<file path="src/rtl/move_collector.sv">
// -----------------------------------------------------------------------------
// move_collector
//
// Consumer side of a square's move-register interface. On a start pulse it
// snapshots the 16 move words of one square (8 sliding directions followed by
// 8 knight directions), skips the empty ones (all-zero words) and streams the
// non-empty words out one per valid/ready handshake, in index order. A one-cycle
// done pulse ends every completed scan, and move_count reports how many moves
// that scan transferred.
//
// Optional feature (compile-time macro MOVE_COLLECT_ABORT_EN):
//   Adds an abort input that returns the block to IDLE from any busy state
//   without a done pulse and without touching move_count.
//
// Ports:
//   clk         rising-edge clock
//   clear_n     synchronous active-low reset
//   start       one-cycle request to collect the current move_bus
//   move_bus    NUM_DIR flattened move words, word i at [i*MOVE_W +: MOVE_W]
//   busy        high whenever the block is not idle
//   move_valid  move_data/move_idx carry a move
//   move_ready  consumer accepts the current move
//   abort       (MOVE_COLLECT_ABORT_EN only) cancel the scan in progress
//   move_data   current move word
//   move_idx    direction index of move_data
//   done        one-cycle pulse when a scan completes
//   move_count  number of moves transferred by the last completed scan
// -----------------------------------------------------------------------------
module move_collector #(
    parameter int NUM_DIR = 16,
    parameter int MOVE_W  = 32,
    parameter int IDX_W   = 4     // 2**IDX_W must be >= NUM_DIR
) (
    input  logic                      clk,
    input  logic                      clear_n,
    input  logic                      start,
    input  logic [NUM_DIR*MOVE_W-1:0] move_bus,
    output logic                      busy,
    output logic                      move_valid,
    input  logic                      move_ready,
`ifdef MOVE_COLLECT_ABORT_EN
    input  logic                      abort,
`endif
    output logic [MOVE_W-1:0]         move_data,
    output logic [IDX_W-1:0]          move_idx,
    output logic                      done,
    output logic [IDX_W:0]            move_count
);

    typedef enum logic [1:0] {
        IDLE,
        SCAN,
        EMIT,
        DONE
    } state_t;

    state_t                           state;
    state_t                           state_nx;
    logic [NUM_DIR-1:0][MOVE_W-1:0]   snapshot;
    logic [IDX_W-1:0]                 idx;
    logic [IDX_W:0]                   cnt;
    logic [MOVE_W-1:0]                cur_word;
    logic                             last_idx;
    logic                             abort_hit;

    assign cur_word = snapshot[idx];
    assign last_idx = (idx == IDX_W'(NUM_DIR - 1));

`ifdef MOVE_COLLECT_ABORT_EN
    // Abort only matters while a scan is in progress; in IDLE a simultaneous
    // start takes effect as usual.
    assign abort_hit = abort && (state != IDLE);
`else
    assign abort_hit = 1'b0;
`endif

    // -------------------------------------------------------------------------
    // State register
    // -------------------------------------------------------------------------
    always_ff @(posedge clk) begin
        // NOTE: sequential state uses non-blocking assignments so every
        // register samples pre-edge values regardless of process order.
        if (!clear_n) begin
            state <= IDLE;
        end else begin
            state <= state_nx;
        end
    end

    // -------------------------------------------------------------------------
    // Next-state logic
    // -------------------------------------------------------------------------
    always_comb begin
        // NOTE: default first so every path assigns state_nx and no latch forms.
        state_nx = state;
        case (state)
            IDLE: begin
                if (start) begin
                    state_nx = SCAN;
                end
            end
            SCAN: begin
                if (cur_word != '0) begin
                    state_nx = EMIT;
                end else if (last_idx) begin
                    state_nx = DONE;
                end
            end
            EMIT: begin
                if (move_ready) begin
                    state_nx = last_idx ? DONE : SCAN;
                end
            end
            DONE: begin
                state_nx = IDLE;
            end
            default: begin
                state_nx = IDLE;
            end
        endcase
        if (abort_hit) begin
            state_nx = IDLE;
        end
    end

    // -------------------------------------------------------------------------
    // Snapshot, scan index and counters
    // -------------------------------------------------------------------------
    always_ff @(posedge clk) begin
        if (!clear_n) begin
            // NOTE: the snapshot is cleared on reset on purpose: it is only
            // 16 words and a zeroed snapshot keeps move_data at 0 after reset.
            snapshot   <= '0;
            idx        <= '0;
            cnt        <= '0;
            move_count <= '0;
        end else begin
            case (state)
                IDLE: begin
                    if (start) begin
                        snapshot <= move_bus;
                        idx      <= '0;
                        cnt      <= '0;
                    end
                end
                SCAN: begin
                    // A non-empty word keeps idx for the EMIT that follows.
                    if ((cur_word == '0) && !last_idx) begin
                        idx <= idx + IDX_W'(1);
                    end
                end
                EMIT: begin
                    // A transfer coinciding with abort is not counted.
                    if (move_ready && !abort_hit) begin
                        cnt <= cnt + (IDX_W + 1)'(1);
                        if (!last_idx) begin
                            idx <= idx + IDX_W'(1);
                        end
                    end
                end
                DONE: begin
                    if (!abort_hit) begin
                        move_count <= cnt;
                    end
                end
                default: begin
                end
            endcase
        end
    end

    // -------------------------------------------------------------------------
    // Output decode (from registered state and snapshot only)
    // -------------------------------------------------------------------------
    always_comb begin
        busy       = (state != IDLE);
        move_valid = (state == EMIT);
        done       = (state == DONE);
        move_data  = '0;
        move_idx   = '0;
        if (state == EMIT) begin
            move_data = cur_word;
            move_idx  = idx;
        end
    end

endmodule

</file>
<file path="config.mk">
export PLATFORM = sky130hd
export DESIGN_NAME = move_collector
export DESIGN_NICKNAME = d
export VERILOG_FILES = /design/src/rtl/move_collector.sv
export SDC_FILE = /design/constraint.sdc
export NUM_CORES = 1
export LEC_CHECK = 0
export CAP_MARGIN = 10
export CORE_MARGIN = 2
export CORE_UTILIZATION = 28
export DETAILED_ROUTE_END_ITERATION = 10
export GPL_ROUTABILITY_DRIVEN = 0
export GPL_TIMING_DRIVEN = 0
export PLACE_DENSITY = 0.56
export SYNTH_ARGS = -nofsm -noshare
export SYNTH_HDL_FRONTEND = slang
export SYNTH_SLANG_ARGS = --single-unit
</file>
<file path="constraint.sdc">
create_clock -name clk -period 3 [get_ports clk]
set_input_delay 0.75 -clock clk [delete_from_list [all_inputs] [get_ports clk]]
set_output_delay 0.75 -clock clk [all_outputs]
set_load 0.05 [all_outputs]
</file>
# Word-level counts from Yosys, hierarchy flattened
# Index checks and enable logic that the tools add are counted.
[classes] add_sub_neg=2 n_lt_le_gt_ge=1 n_eq_ne=9 mux=18 n_reduce_logical=12
[op_table] operator="32-bit binary-select mux with 4-bit select" count=1
[op_table] operator="32-bit two-way mux" count=2
[op_table] operator="32-bit logical NOT" count=1
[op_table] operator="32-bit nonzero test" count=1
[op_table] operator="4-bit two-way mux" count=5
[op_table] operator="4-bit one-hot mux with 3 select lines" count=1
[op_table] operator="2-bit two-way mux" count=5
[op_table] operator="5-bit two-way mux" count=2
[op_table] operator="5-bit one-hot mux with 2 select lines" count=1
[op_table] operator="2-bit one-hot mux with 4 select lines" count=1
[op_table] operator="2-bit != test (second input constant)" count=3
[op_table] operator="3-bit AND reduction" count=2
[op_table] operator="5-bit by 1-bit adder with 5-bit output (second input constant)" count=1
[op_table] operator="4-bit by 5-bit < comparator with 1-bit output (second input constant)" count=1
[op_table] operator="5-bit AND reduction" count=1
[op_table] operator="4-bit by 1-bit adder with 4-bit output (second input constant)" count=1
[op_table] operator="2-bit equality test (second input constant)" count=2
[op_table] operator="4-bit equality test (second input constant)" count=1
[op_table] operator="2-bit nonzero test" count=2
[op_table] operator="3-bit != test (second input constant)" count=1
[op_table] operator="3-bit nonzero test" count=1
[op_table] operator="2-bit by 1-bit equality test with 1-bit output (second input constant)" count=1
[op_table] operator="2-bit logical NOT" count=1
[op_table] operator="2-bit by 1-bit != test with 1-bit output (second input constant)" count=1
[op_table] operator="3 further kinds" count=3
[totals] reg_bits=528 in_bits=516 output_inout_bits=44 elab_cells=62

# Depth between registers and ports, before layout
# Gate-level depths: netlist of the first run.
[depth] word_depth=6 depth_mapped=11 mapped_depth_nobuf=8

# Least setup slack after synthesis of the first run
# OpenSTA, ideal clock, no wires.
[synth_timing] kind="reg-to-output" start="register state[0]" end="output port move_data[12]" arrival_ps=2749 required_ps=2250 path_slack_ps=-499 stages_incl_launch_ff=6 n_path_buf=1 path_cell_list="dfxtp_1 -> inv_1 -> ha_1 -> clkinv_1 -> clkbuf_1 -> nor3_1"
[synth_between] elab_chain_len=2
[synth_rtl] item="start, declared" line="57" rtl="state_t state;"
[synth_rtl] item="start signal, assigned" line="86" rtl="state <= state_nx;"
[synth_rtl] item="2-bit equality test"
[synth_rtl] item="net move_valid" line="39" rtl="output logic move_valid,"
[synth_rtl] item="32-bit two-way mux" line="181" rtl="if (state == EMIT) begin"
[synth_rtl] item="end, declared" line="44" rtl="output logic [MOVE_W-1:0] move_data,"
# The timed path passes the listed nets, and every way through them passes these cells.

# Final worst setup path of the first run
[layout_timing] start="register idx[0]" end="output port move_data[28]"
[layout_between] elab_chain_len=3
[layout_rtl] item="start, declared" line="60" rtl="logic [IDX_W-1:0] idx;"
[layout_rtl] item="start signal, assigned" line="149" rtl="idx <= idx + IDX_W'(1);"
[layout_rtl] item="start signal, assigned" line="157" rtl="idx <= idx + IDX_W'(1);"
[layout_rtl] item="32-bit binary-select mux with 4-bit select" line="66" rtl="assign cur_word = snapshot[idx];"
[layout_rtl] item="32-bit two-way mux (implied by the code)" line="66"
[layout_rtl] item="32-bit two-way mux" line="181"
# No other way between the ends. The select of a mux whose other input is x is not followed.

==> parameters.txt, run 1 <==
Parameter                              Value

Outcome
  Status    finished with violations
  Violated checks    setup timing

Timing
  Post-route clock skew    just over 0.02 ns
  Hold Violations, Final    0
  Pins over their slew limit    0
  Setup repair after global routing missed its margin    yes
  Total negative slack for setup checks    -9.66 ns
  Setup slack after layout    -0.379 ns
  Slew at the pin with the worst max-slew slack    approximately 1.1 ns
  Final setup viols    37
  Share of the clock period used by the worst path after layout    113%
  Post-layout min period    approximately 3.4 ns
  Max Freq    between 0.2 and 0.3 GHz
  Headroom to the max-slew limit    roughly 28%

Route
  DR WL/cell    ~28 um
  Initial DRC Count    2121
  Via count    ~23k
  Overall routed net length    124000 um
  Routed vias/inst    5.14
  DR pass1 iterations    5
  Detailed-route DRC error count    0
  Antenna Nets Post-Route    0

Placed design
  Quantity of I/O buffers inserted on ports    about 560
  HPWL reported at the end of detailed placement    about 94000 um

Yosys
  Proportion of synthesized flip-flops having asynchronous set or reset    0%
  Synth Area in Simple Gates    between 10% and 20%
  Post-synthesis cell area    roughly 24000 sq um
  Most used standard cell by instance count after synthesis    nand2_1
  Largest area contributor in the netlist    dfxtp_1
  Average cell area after synthesis    approximately 8.9 sq um
  Number of nets produced by synthesis    approximately 3.2k
  Adder-cell share of the synthesized area    less than 1%
  Most area-consuming cells after synthesis    dfxtp_1 45%, nand2_1 17%, a21boi_0 16%
  Post-synth EDFFs    0
  Seq cells post-synth    between 500 and 600
  Area share of the leading cell type in the synthesized netlist    ~45%
  Commonest cells in the synthesized netlist    1046 x nand2_1, 528 x dfxtp_1, 512 x a21boi_0
  Largest family of logic cells by synthesized area    compound AO/OA/AOI/OAI gates
  Distinct cells, synth    between 40 and 50
  Number of warnings reported in the yosys synthesis log    0
  Compound-gate portion of the synthesized area    19.1%
  Main flop type after synthesis    dfxtp_1
  Xor/xnor cell area share of the yosys netlist    less than 1%
  Mux contribution to synthesized area    12.7%
  Count of mapped cells out of synthesis    around 2.6k
  Sequential area share after synthesis    between 40% and 50%

Clock network
  Root buffer selected by CTS    clkbuf_16
  Number of levels in the clock H-tree    2
  Clock sinks    528
  CTS tree    done
  Clock transition at path regs    about 0.06 ns
  Cts bufs inserted    58
  Clock Path Buffers    3
  Clock latency at the later pin of the worst-skew pair    between 0.6 and 0.7 ns
  Number of hold buffers added after CTS    0

Worst setup path
  Critical Path, Cell by Cell    buf_12 -> buf_16 -> buf_6 -> mux4_2 -> o22ai_4 -> nor3_4 -> buf_6
  Highest cell delay on the worst timing path    approximately 0.52 ns
  Launching point of the worst reg2reg path    idx[0]$_SDFFE_PN0P_
  Worst endpoint required time    between 2 and 2.5 ns
  Cell mode on critical path    buf_6
  Type of the worst setup path    register to output pin
  Number of cells on the worst reg-to-reg path    12
  Worst Path Max Fanout    7
  Critical-path cell with the highest stage delay    mux4_2
  Internal reg-to-reg setup slack    -0.14 ns
  Capturing element type of the critical path    output pin
  Worst path arrival time    ~2.6 ns
  Worst reg2reg path endpoint    idx[0]$_SDFFE_PN0P_
  Setup crit start kind    register

Worst hold path
  Count of cells along the worst hold path    2
  Worst hold-check path type    register to register
  Sink of the worst hold path    snapshot[384]$_SDFFE_PN0P_
  Worst hold start    snapshot[384]$_SDFFE_PN0P_

Floorplanning
  Initial cell density of the core    28.2%
  Std-Cell Rows    106
  Die height    around 290 um
  # IOs    560
  Die W    slightly below 300 um
  Area of the die    86300 sq um
  Floorplan core area    about 83000 sq um

Layout
  Multi-input gate area in the final layout    ~13000 sq um
  Layout cell share with drive strength beyond 1    between 15 and 20%
  Layout Area Growth over Synthesis    50.6%
  Fill cell instance count of the final layout    8207
  Register area    between 10000 and 15000 sq um
  Final layout net count    about 3.9k
  Utilization after layout    42.5%

Power
  Total Power Consumption    about 26 mW
  Worst voltage drop across the vdd grid    between 0.0004 and 0.0005 V
  Pleak    approximately 13 nW
  Power density normalized to cell area    between 700 and 800 nW/um^2

GRT
  Vias in the first global route    22.6k
  Global-route wire length before repair    between 150000 and 200000 um
  Overall overflow remaining after global route    0
  Global routing usage summed across all routing layers    28.0%
  Antenna violations before repair    14
  Maximum number of pins on one net before global-route repair    15

Run
  Number of maximum-capacitance violations    0
==> final cells by class <==
type,count,share of cell area (%)
Antenna cell,2,0.0141
Buffer,214,4.26
Clock buffer,87,4.86
Clock inverter,18,0.516
Inverter,4,0.0565
Multi-Input combinational cell,1884,37.2
Sequential cell,528,29.9
Tap cell,1080,3.81
Timing Repair Buffer,657,19.4
==> cell families after synthesis <==
| group | Yosys count |
|---|---|
| simple gates | 1127 |
| compound gates | 609 |
| flops | 528 |
| buf+inv | 222 |
| mux | 138 |
| fa+ha+maj | 7 |
| xor+xnor | 3 |
==> worst max-delay path by stage <==
| stage | startpoint | endpoint |
|---|---|---|
| global route | idx[0]$_SDFFE_PN0P_ | move_data[14] |
| floorplan | state[0]$_SDFFE_PN0P_ | move_data[12] |
| CTS | idx[0]$_SDFFE_PN0P_ | move_data[0] |
| global placement | idx[0]$_SDFFE_PN0P_ | move_data[0] |
| finish | idx[0]$_SDFFE_PN0P_ | move_data[28] |
| detailed placement | idx[1]$_SDFFE_PN0P_ | move_data[0] |
==> cells in the final DEF (no fill, tap or decap), types with 6 or more instances in the layout <==
master	count
nand2_1	1044
buf_6	56
ha_1	6
buf_4	48
clkbuf_2	13
o22ai_2	11
clkdlybuf4s50_1	520
buf_12	32
a21boi_0	512
clkbuf_8	17
dfxtp_1	525
mux4_2	128
o22ai_1	8
buf_16	19
nor3_4	23
a22oi_2	16
buf_8	6
nor2b_1	7
clkinv_2	9
and2_1	7
o22ai_4	39
clkbuf_16	64
clkbuf_1	171
nor2_1	8
mux2i_1	7
==> per-layer routing <==
metal / track usage [%] / wire (um) / share of wire, % / up-vias
li1: - / - / - / 10400
met1: 37.5 / 53600 / 43 / 11400
met2: 46.0 / 57500 / 46 / 953
met3: 4.54 / 8550 / 6.9 / 193
met4: 8.90 / 4320 / 3.5 / 16
met5: 0 / 107 / 0.086 / -
==> registers in the layout (all words and copies together) (netlist names) <==
| register | flops |
|---|---|
| move_count | 5 |
| snapshot | 512 |
| state | 2 |
| cnt | 5 |
| idx | 4 |
==> per-stage QoR <==
step	cell area, sq um	cells	hold slack [ns]	worst slack, ns
after floorplan	23600	2634	0.440	0.0481
after global placement	30600	4272	0.448	-1.64
after detailed placement	30600	4273	0.454	-1.64
after CTS	35200	4453	0.462	-0.426
after global routing	35400	4472	0.472	-0.414
final	35400	4474	0.462	-0.379
==> report_power, final <==
part | internal [mW] | total [mW] | switching (mW)
Combinational | 3.78 | 9.56 | 5.78
Clock | 4.20 | 7.32 | 3.11
Sequential | 8.16 | 8.89 | 0.729
==> worst max-delay path, delay by kind of cell, from the launching register on <==
kind | cells | cell delay (ns)
DFF | 1 | 0.43
and+or+nand+nor | 1 | 0.11
muxes | 1 | 0.52
buffers and inverters | 4 | 0.68
AOI/OAI and AO/OA | 1 | 0.25
==> what timing repair did <==
action / in CTS / in global routing
cloned: 14 / 0
resized for setup: 568 / 49
setup endpoints to repair: 221 / 94
buffers inserted: 65 / 27
pin swaps: 61 / 42
Power figures use the tool's default switching activity.
==> run 2, diff against run 1 <==
==> config.mk (replaced) <==
export PLATFORM = sky130hd
export DESIGN_NAME = move_collector
export DESIGN_NICKNAME = d
export VERILOG_FILES = /design/src/rtl/move_collector.sv
export SDC_FILE = /design/constraint.sdc
export NUM_CORES = 1
export LEC_CHECK = 0
export ABC_CLOCK_PERIOD_IN_PS = 3000
export CAP_MARGIN = 10
export CORE_MARGIN = 2
export CORE_UTILIZATION = 30
export DETAILED_ROUTE_END_ITERATION = 10
export GPL_ROUTABILITY_DRIVEN = 1
export GPL_TIMING_DRIVEN = 0
export PLACE_DENSITY = 0.59
export SYNTH_ARGS = -nofsm -noshare
export SYNTH_HDL_FRONTEND = slang
export SYNTH_SLANG_ARGS = --single-unit
==> parameters.txt, run 2 (same netlist as run 1, synthesis figures left out) <==
Parameter                              Value

Timing
  Post-layout min period    3.35 ns (was 3.38 ns)
  Pins over their slew limit    0 (unchanged)
  Total negative slack for setup checks    -9.93 ns (was -9.66 ns)
  Max Freq    0.298 GHz (was 0.296 GHz)
  Hold Violations, Final    0 (unchanged)
  Slew at the pin with the worst max-slew slack    1.08 ns (was 1.09 ns)
  Headroom to the max-slew limit    28.1% (was 27.5%)
  Setup repair after global routing missed its margin    yes (unchanged)
  Final setup viols    37 (unchanged)
  Post-route clock skew    0.0220 ns (was 0.0202 ns)
  Share of the clock period used by the worst path after layout    112% (was 113%)
  Setup slack after layout    -0.353 ns (was -0.379 ns)

Run
  Number of maximum-capacitance violations    0 (unchanged)

Floorplanning
  Std-Cell Rows    102 (was 106)
  Initial cell density of the core    30.3% (was 28.2%)
  Area of the die    80700 sq um (was 86300 sq um)
  Die height    284 um (was 294 um)
  Floorplan core area    77600 sq um (was 83400 sq um)
  # IOs    560 (unchanged)
  Die W    284 um (was 294 um)

GRT
  Global routing usage summed across all routing layers    28.9% (was 28.0%)
  Maximum number of pins on one net before global-route repair    16 (was 15)
  Overall overflow remaining after global route    0 (unchanged)
  Antenna violations before repair    13 (was 14)
  Vias in the first global route    22.4k (was 22.6k)
  Global-route wire length before repair    165000 um (was 169000 um)

Layout
  Max FFs per register    512 (unchanged)
  Cell area after layout    35200 sq um (was 35400 sq um)
  Largest registers in the final layout    snapshot: 512 flops, cnt: 5 flops, move_count: 5 flops (unchanged)
  Final layout net count    3857 (was 3870)
  Fill cell instance count of the final layout    7677 (was 8207)
  Commonest cells after routing, fill and taps aside    1044 x nand2_1, 525 x dfxtp_1, 520 x clkdlybuf4s50_1, 512 x a21boi_0, 169 x clkbuf_1 (was 1044 x nand2_1, 525 x dfxtp_1, 520 x clkdlybuf4s50_1, 512 x a21boi_0, 171 x clkbuf_1)
  Layout cell share with drive strength beyond 1    15.6% (was 16.0%)
  Leading cell type in the layout, fill and taps excluded    nand2_1 (unchanged)
  Top reg by flops    snapshot (unchanged)
  Layout Area Growth over Synthesis    49.7% (was 50.6%)

Route
  DR WL/cell    27.5 um (was 27.7 um)
  Routed vias/inst    5.18 (was 5.14)
  Via count    22.9k (was 23.0k)
  Overall routed net length    121000 um (was 124000 um)
  Initial DRC Count    2114 (was 2121)
  Antenna Nets Post-Route    0 (unchanged)
  Detailed-route DRC error count    0 (unchanged)
  DR pass1 iterations    5 (unchanged)

Clock network
  Clock transition at path regs    0.06 ns (about the same)
  Clock sinks    528 (unchanged)
  Number of hold buffers added after CTS    0 (unchanged)
  CTS tree    done (unchanged)
  Root buffer selected by CTS    clkbuf_16 (unchanged)
  Clock latency at the later pin of the worst-skew pair    0.65 ns (was 0.63 ns)
  Clock Path Buffers    3 (unchanged)
  Cts bufs inserted    57 (was 58)
  Number of levels in the clock H-tree    2 (unchanged)

Outcome
  Status    finished with violations (unchanged)
  Violated checks    setup timing (unchanged)

Worst setup path
  Type of the worst setup path    register to output pin (unchanged)
  Worst path arrival time    2.60 ns (was 2.63 ns)
  Worst endpoint required time    2.25 ns (about the same)
  Worst Path Max Fanout    10 (was 7)
  Setup crit start kind    register (unchanged)
  Capturing element type of the critical path    output pin (unchanged)

Placed design
  Placement Cell Area    30600 sq um (about the same)
  Minimum setup slack after placement    -1.64 ns (about the same)
  Quantity of I/O buffers inserted on ports    558 (unchanged)
  HPWL reported at the end of detailed placement    92300 um (was 94400 um)
  Global placer's final weighted congestion    0.901

Power
  Worst voltage drop across the vdd grid    0.000452 V (was 0.000491 V)
  Total Power Consumption    25.5 mW (was 25.8 mW)
  Power density normalized to cell area    723 nW/um^2 (was 727 nW/um^2)
  Pleak    12.4 nW (was 12.5 nW)

Worst hold path
  Worst hold-check path type    register to register (unchanged)
==> run 2: power breakdown <==
part / internal, mW / total [mW] / switching, mW
combinational: 3.75 / 9.49 / 5.75
sequential: 8.16 / 8.86 / 0.700
clock: 4.00 / 7.12 / 3.11
total: 15.9 / 25.5 / 9.56
==> run 2: timing repair <==
action / 4_1_cts / 5_1_grt
buffers inserted: 55 / 22
pin swaps: 45 / 51
endpoints found under the setup margin: 396 / 84
gates resized for setup: 554 / 66
cloned: 12 / 3
==> run 2: final timing paths <==
| path | from | to | slack, ns | cells after the start |
|---|---|---|---|---|
| setup / recovery | idx[0]$_SDFFE_PN0P_ | move_data[0] | -0.35 | 8 |
| hold / removal | snapshot[111]$_SDFFE_PN0P_ | snapshot[111]$_SDFFE_PN0P_ | 0.46 | 2 |
| setup reg to reg | idx[0]$_SDFFE_PN0P_ | idx[1]$_SDFFE_PN0P_ | -0.18 | 12 |
| hold reg to reg | snapshot[111]$_SDFFE_PN0P_ | snapshot[111]$_SDFFE_PN0P_ | 0.46 | 2 |
==> run 2: critical path, cell delays in order (launching register included) <==
cell and delay [ns]:
dfxtp_4 0.43, buf_16 0.19, buf_16 0.17, clkbuf_16 0.20
mux4_2 0.25, o22ai_4 0.08, buf_12 0.15, nor3_4 0.23
buf_6 0.21
==> run 2: final cells by class <==
cell class | instances | area [sq um] | area share [%]
Inverter | 4 | 20.0 | 0.0569
Multi-Input combinational cell | 1884 | 13200 | 37.5
Sequential cell | 528 | 10600 | 30.1
Timing Repair Buffer | 645 | 6770 | 19.2
Clock buffer | 86 | 1670 | 4.73
Antenna cell | 3 | 7.51 | 0.0213
Tap cell | 1040 | 1300 | 3.70
Clock inverter | 17 | 169 | 0.480
Buffer | 214 | 1500 | 4.27
==> run 2: stage by stage <==
stage | std cells | utilization (%) | hold slack, ns
global placement | 4232 | 39.3 | 0.448
global route | 4420 | 45.4 | 0.476
floorplan | 2634 | - | 0.440
finish | 4421 | 45.4 | 0.461
detailed placement | 4233 | 39.4 | 0.454
CTS | 4399 | 44.9 | 0.462
==> run 2: per-layer routing <==
layer	track usage [%]	vias up	share of wire, %
met4	10.4	4	3.9
li1	-	10400	-
met1	38.5	11300	42
met5	0	-	0.026
met3	5.50	193	8.1
met2	46.7	1029	46
==> run 3, diff against run 2 <==
--- a/config.mk
+++ b/config.mk
@@ -7,7 +7,6 @@
 export LEC_CHECK = 0
 export ABC_CLOCK_PERIOD_IN_PS = 3000
 export CAP_MARGIN = 10
-export CORE_MARGIN = 2
 export CORE_UTILIZATION = 30
 export DETAILED_ROUTE_END_ITERATION = 10
 export GPL_ROUTABILITY_DRIVEN = 1
==> parameters.txt, run 3 (same netlist as run 1, synthesis figures left out) <==
Parameter                              Value

Layout
  Layout cell share with drive strength beyond 1    15.1% (was 15.6%)
  Largest registers in the final layout    snapshot: 512 flops, cnt: 5 flops, move_count: 5 flops (unchanged)
  Utilization after layout    45.3% (was 45.4%)
  Layout Area Growth over Synthesis    49.2% (was 49.7%)
  Max FFs per register    512 (unchanged)
  Leading cell type in the layout, fill and taps excluded    nand2_1 (unchanged)
  Cell area after layout    35100 sq um (was 35200 sq um)
  Commonest cells after routing, fill and taps aside    1044 x nand2_1, 525 x dfxtp_1, 520 x clkdlybuf4s50_1, 512 x a21boi_0, 170 x clkbuf_1 (was 1044 x nand2_1, 525 x dfxtp_1, 520 x clkdlybuf4s50_1, 512 x a21boi_0, 169 x clkbuf_1)
  Top reg by flops    snapshot (unchanged)
  Final layout net count    3846 (was 3857)

Route
  Met2 WL    55400 um (was 56000 um)
  Routed vias/inst    5.19 (was 5.18)
  Top Metal Used    met5 (unchanged)
  DR WL/cell    27.4 um (was 27.5 um)
  Antenna Nets Post-Route    0 (unchanged)
  DR pass1 iterations    5 (unchanged)
  Met3 wire length    10400 um (was 9830 um)
  Initial DRC Count    2136 (was 2114)
  Detailed-route DRC error count    0 (unchanged)
  Routed met1 length    51000 um (was 50900 um)
  Via count    22.9k (about the same)
  Overall routed net length    121000 um (about the same)

Run
  Number of maximum-capacitance violations    0 (unchanged)

Timing
  Share of the clock period used by the worst path after layout    114% (was 112%)
  Post-route clock skew    0.00900 ns (was 0.0220 ns)
  Slew at the pin with the worst max-slew slack    0.943 ns (was 1.08 ns)
  Final setup viols    38 (was 37)
  Worst Hold Margin    0.461 ns (about the same)
  Setup slack after layout    -0.416 ns (was -0.353 ns)
  Hold Violations, Final    0 (unchanged)
  Total negative slack for setup checks    -10.98 ns (was -9.93 ns)
  Pins over their slew limit    0 (unchanged)
  Post-layout min period    3.42 ns (was 3.35 ns)
  Max Freq    0.293 GHz (was 0.298 GHz)
  Setup repair after global routing missed its margin    yes (unchanged)
  Headroom to the max-slew limit    37.1% (was 28.1%)

Power
  Pleak    12.3 nW (was 12.4 nW)
  Clock share of power    28.6% (was 27.9%)
  Power density normalized to cell area    731 nW/um^2 (was 723 nW/um^2)
  Internal cell power    16.2 mW (was 15.9 mW)
  Part of the total power dissipated in combinational logic    37.0% (was 37.3%)
  Worst voltage drop across the vdd grid    0.000500 V (was 0.000452 V)
  Total Power Consumption    25.7 mW (was 25.5 mW)
  Net switching share of the total power    36.9% (was 37.5%)
  Power spent charging and discharging nets    9.48 mW (was 9.56 mW)
  Sequential share of power    34.5% (was 34.8%)

Floorplanning
  Std-Cell Rows    102 (unchanged)
  Initial cell density of the core    30.4% (was 30.3%)
  Floorplan core area    77500 sq um (was 77600 sq um)
  Die W    282 um (was 284 um)
  Die height    282 um (was 284 um)
  Area of the die    79500 sq um (was 80700 sq um)
  # IOs    560 (unchanged)

Placed design
  HPWL reported at the end of detailed placement    91900 um (was 92300 um)
  Quantity of I/O buffers inserted on ports    558 (unchanged)
  Global placer's final weighted congestion    0.876 (was 0.901)
  Placement Cell Area    30500 sq um (was 30600 sq um)

Worst setup path
  Worst endpoint required time    2.25 ns (about the same)
  Capturing element type of the critical path    output pin (unchanged)
  Internal reg-to-reg setup slack    -0.23 ns (was -0.18 ns)
  Setup crit start kind    register (unchanged)
  Worst path arrival time    2.67 ns (was 2.60 ns)
  Worst reg2reg path endpoint    idx[3]$_SDFFE_PN0P_ (was idx[1]$_SDFFE_PN0P_)
  Type of the worst setup path    register to output pin (unchanged)
  Critical path origin    idx[0]$_SDFFE_PN0P_ (unchanged)
  Worst Path Max Fanout    10 (unchanged)
  Launching point of the worst reg2reg path    idx[0]$_SDFFE_PN0P_ (unchanged)
  Number of cells on the worst reg-to-reg path    12 (unchanged)

GRT
  Overall overflow remaining after global route    0 (unchanged)
  Global routing usage summed across all routing layers    29.5% (was 28.9%)
  Antenna violations before repair    13 (unchanged)
  Global-route wire length before repair    162000 um (was 165000 um)
  Maximum number of pins on one net before global-route repair    15 (was 16)
  Vias in the first global route    21.7k (was 22.4k)

Clock network
  CTS tree    done (unchanged)
  Clock sinks    528 (unchanged)
  Root buffer selected by CTS    clkbuf_16 (unchanged)
  Clock Path Buffers    3 (unchanged)
  Clock transition at path regs    0.06 ns (about the same)
  Number of levels in the clock H-tree    2 (unchanged)
  Cts bufs inserted    56 (was 57)
  Clock latency at the later pin of the worst-skew pair    0.62 ns (was 0.65 ns)

Worst hold path
  Worst hold-check path type    register to register (unchanged)
  Count of cells along the worst hold path    2 (unchanged)
  Sink of the worst hold path    snapshot[222]$_SDFFE_PN0P_ (was snapshot[111]$_SDFFE_PN0P_)
  Worst hold start    snapshot[222]$_SDFFE_PN0P_ (was snapshot[111]$_SDFFE_PN0P_)

Outcome
  Status    finished with violations (unchanged)
  Violated checks    setup timing (unchanged)
-- run 3: changes by cell type in the layout (fill, tap and decap cells not counted), sizes merged --
cell | before | now
dlygate4sd2 | 3 | 2
clkdlybuf4s15 | 1 | 4
inv | 7 | 6
buf | 155 | 143
bufbuf | 0 | 1
diode | 3 | 8
clkinv | 12 | 6
clkinvlp | 0 | 2
bufinv | 2 | 6
clkbuf | 266 | 263
-- run 3: worst max path at each step --
stage | slack [ns] | depth (start not counted) | end
final | -0.42 | 8 | move_data[0]
after global routing | -0.42 | 7 | move_data[9]
after detailed placement | -1.73 | 7 | move_data[0]
after floorplan | 0.05 | 5 | move_data[12]
after global placement | -1.66 | 7 | move_data[0]
after CTS | -0.43 | 7 | move_data[0]
-- run 3: area by class of cell --
class                           instances  area [sq um]
Clock inverter                         16           246
Inverter                                4          20.0
Timing Repair Buffer                  635          6650
Fill cell                            7594         42400
Sequential cell                       528         10600
Antenna cell                            8          20.0
Clock buffer                           84          1650
Buffer                                214          1480
Multi-Input combinational cell       1884         13100
Tap cell                             1040          1300
-- run 3: metal layers --
metal / GRT usage, % / vias to the layer above
met5: 0 / -
met2: 46.9 / 1084
met1: 40.1 / 11300
met4: 9.55 / 10
li1: - / 10400
met3: 5.45 / 195
-- run 3: through the flow --
step           cells  setup WS (ns)
6_report        4413         -0.416
4_1_cts         4383         -0.432
2_1_floorplan   2634         0.0481
3_5_place_dp    4233          -1.73
3_3_place_gp    4232          -1.66
5_1_grt         4408         -0.419
-- run 3: what timing repair did --
item / in CTS / in global routing
setup buffers: 47 / 20
gates cloned: 7 / 3
resized for setup: 535 / 53
pin swaps: 37 / 26
endpoints found under the setup margin: 282 / 53
hold buffers: 0 / 0
-- run 3: power groups by stage --
stage	Clock [mW]	Combinational, mW	Sequential [mW]
3_3_place_gp	0	7.65	8.92
3_5_place_dp	0	7.72	8.95
2_1_floorplan	0	4.27	8.67
4_1_cts	7.37	8.90	8.82
5_1_grt	7.64	10.0	8.94
6_report	7.33	9.49	8.84
-- run 3: worst max-delay path, stage by stage, from the launching register on --
cell,delay [ns]
dfxtp_4,0.40
buf_12,0.18
buf_12,0.12
buf_16,0.16
clkbuf_16,0.21
mux4_2,0.37
o22ai_4,0.28
nor3_4,0.11
buf_6,0.17
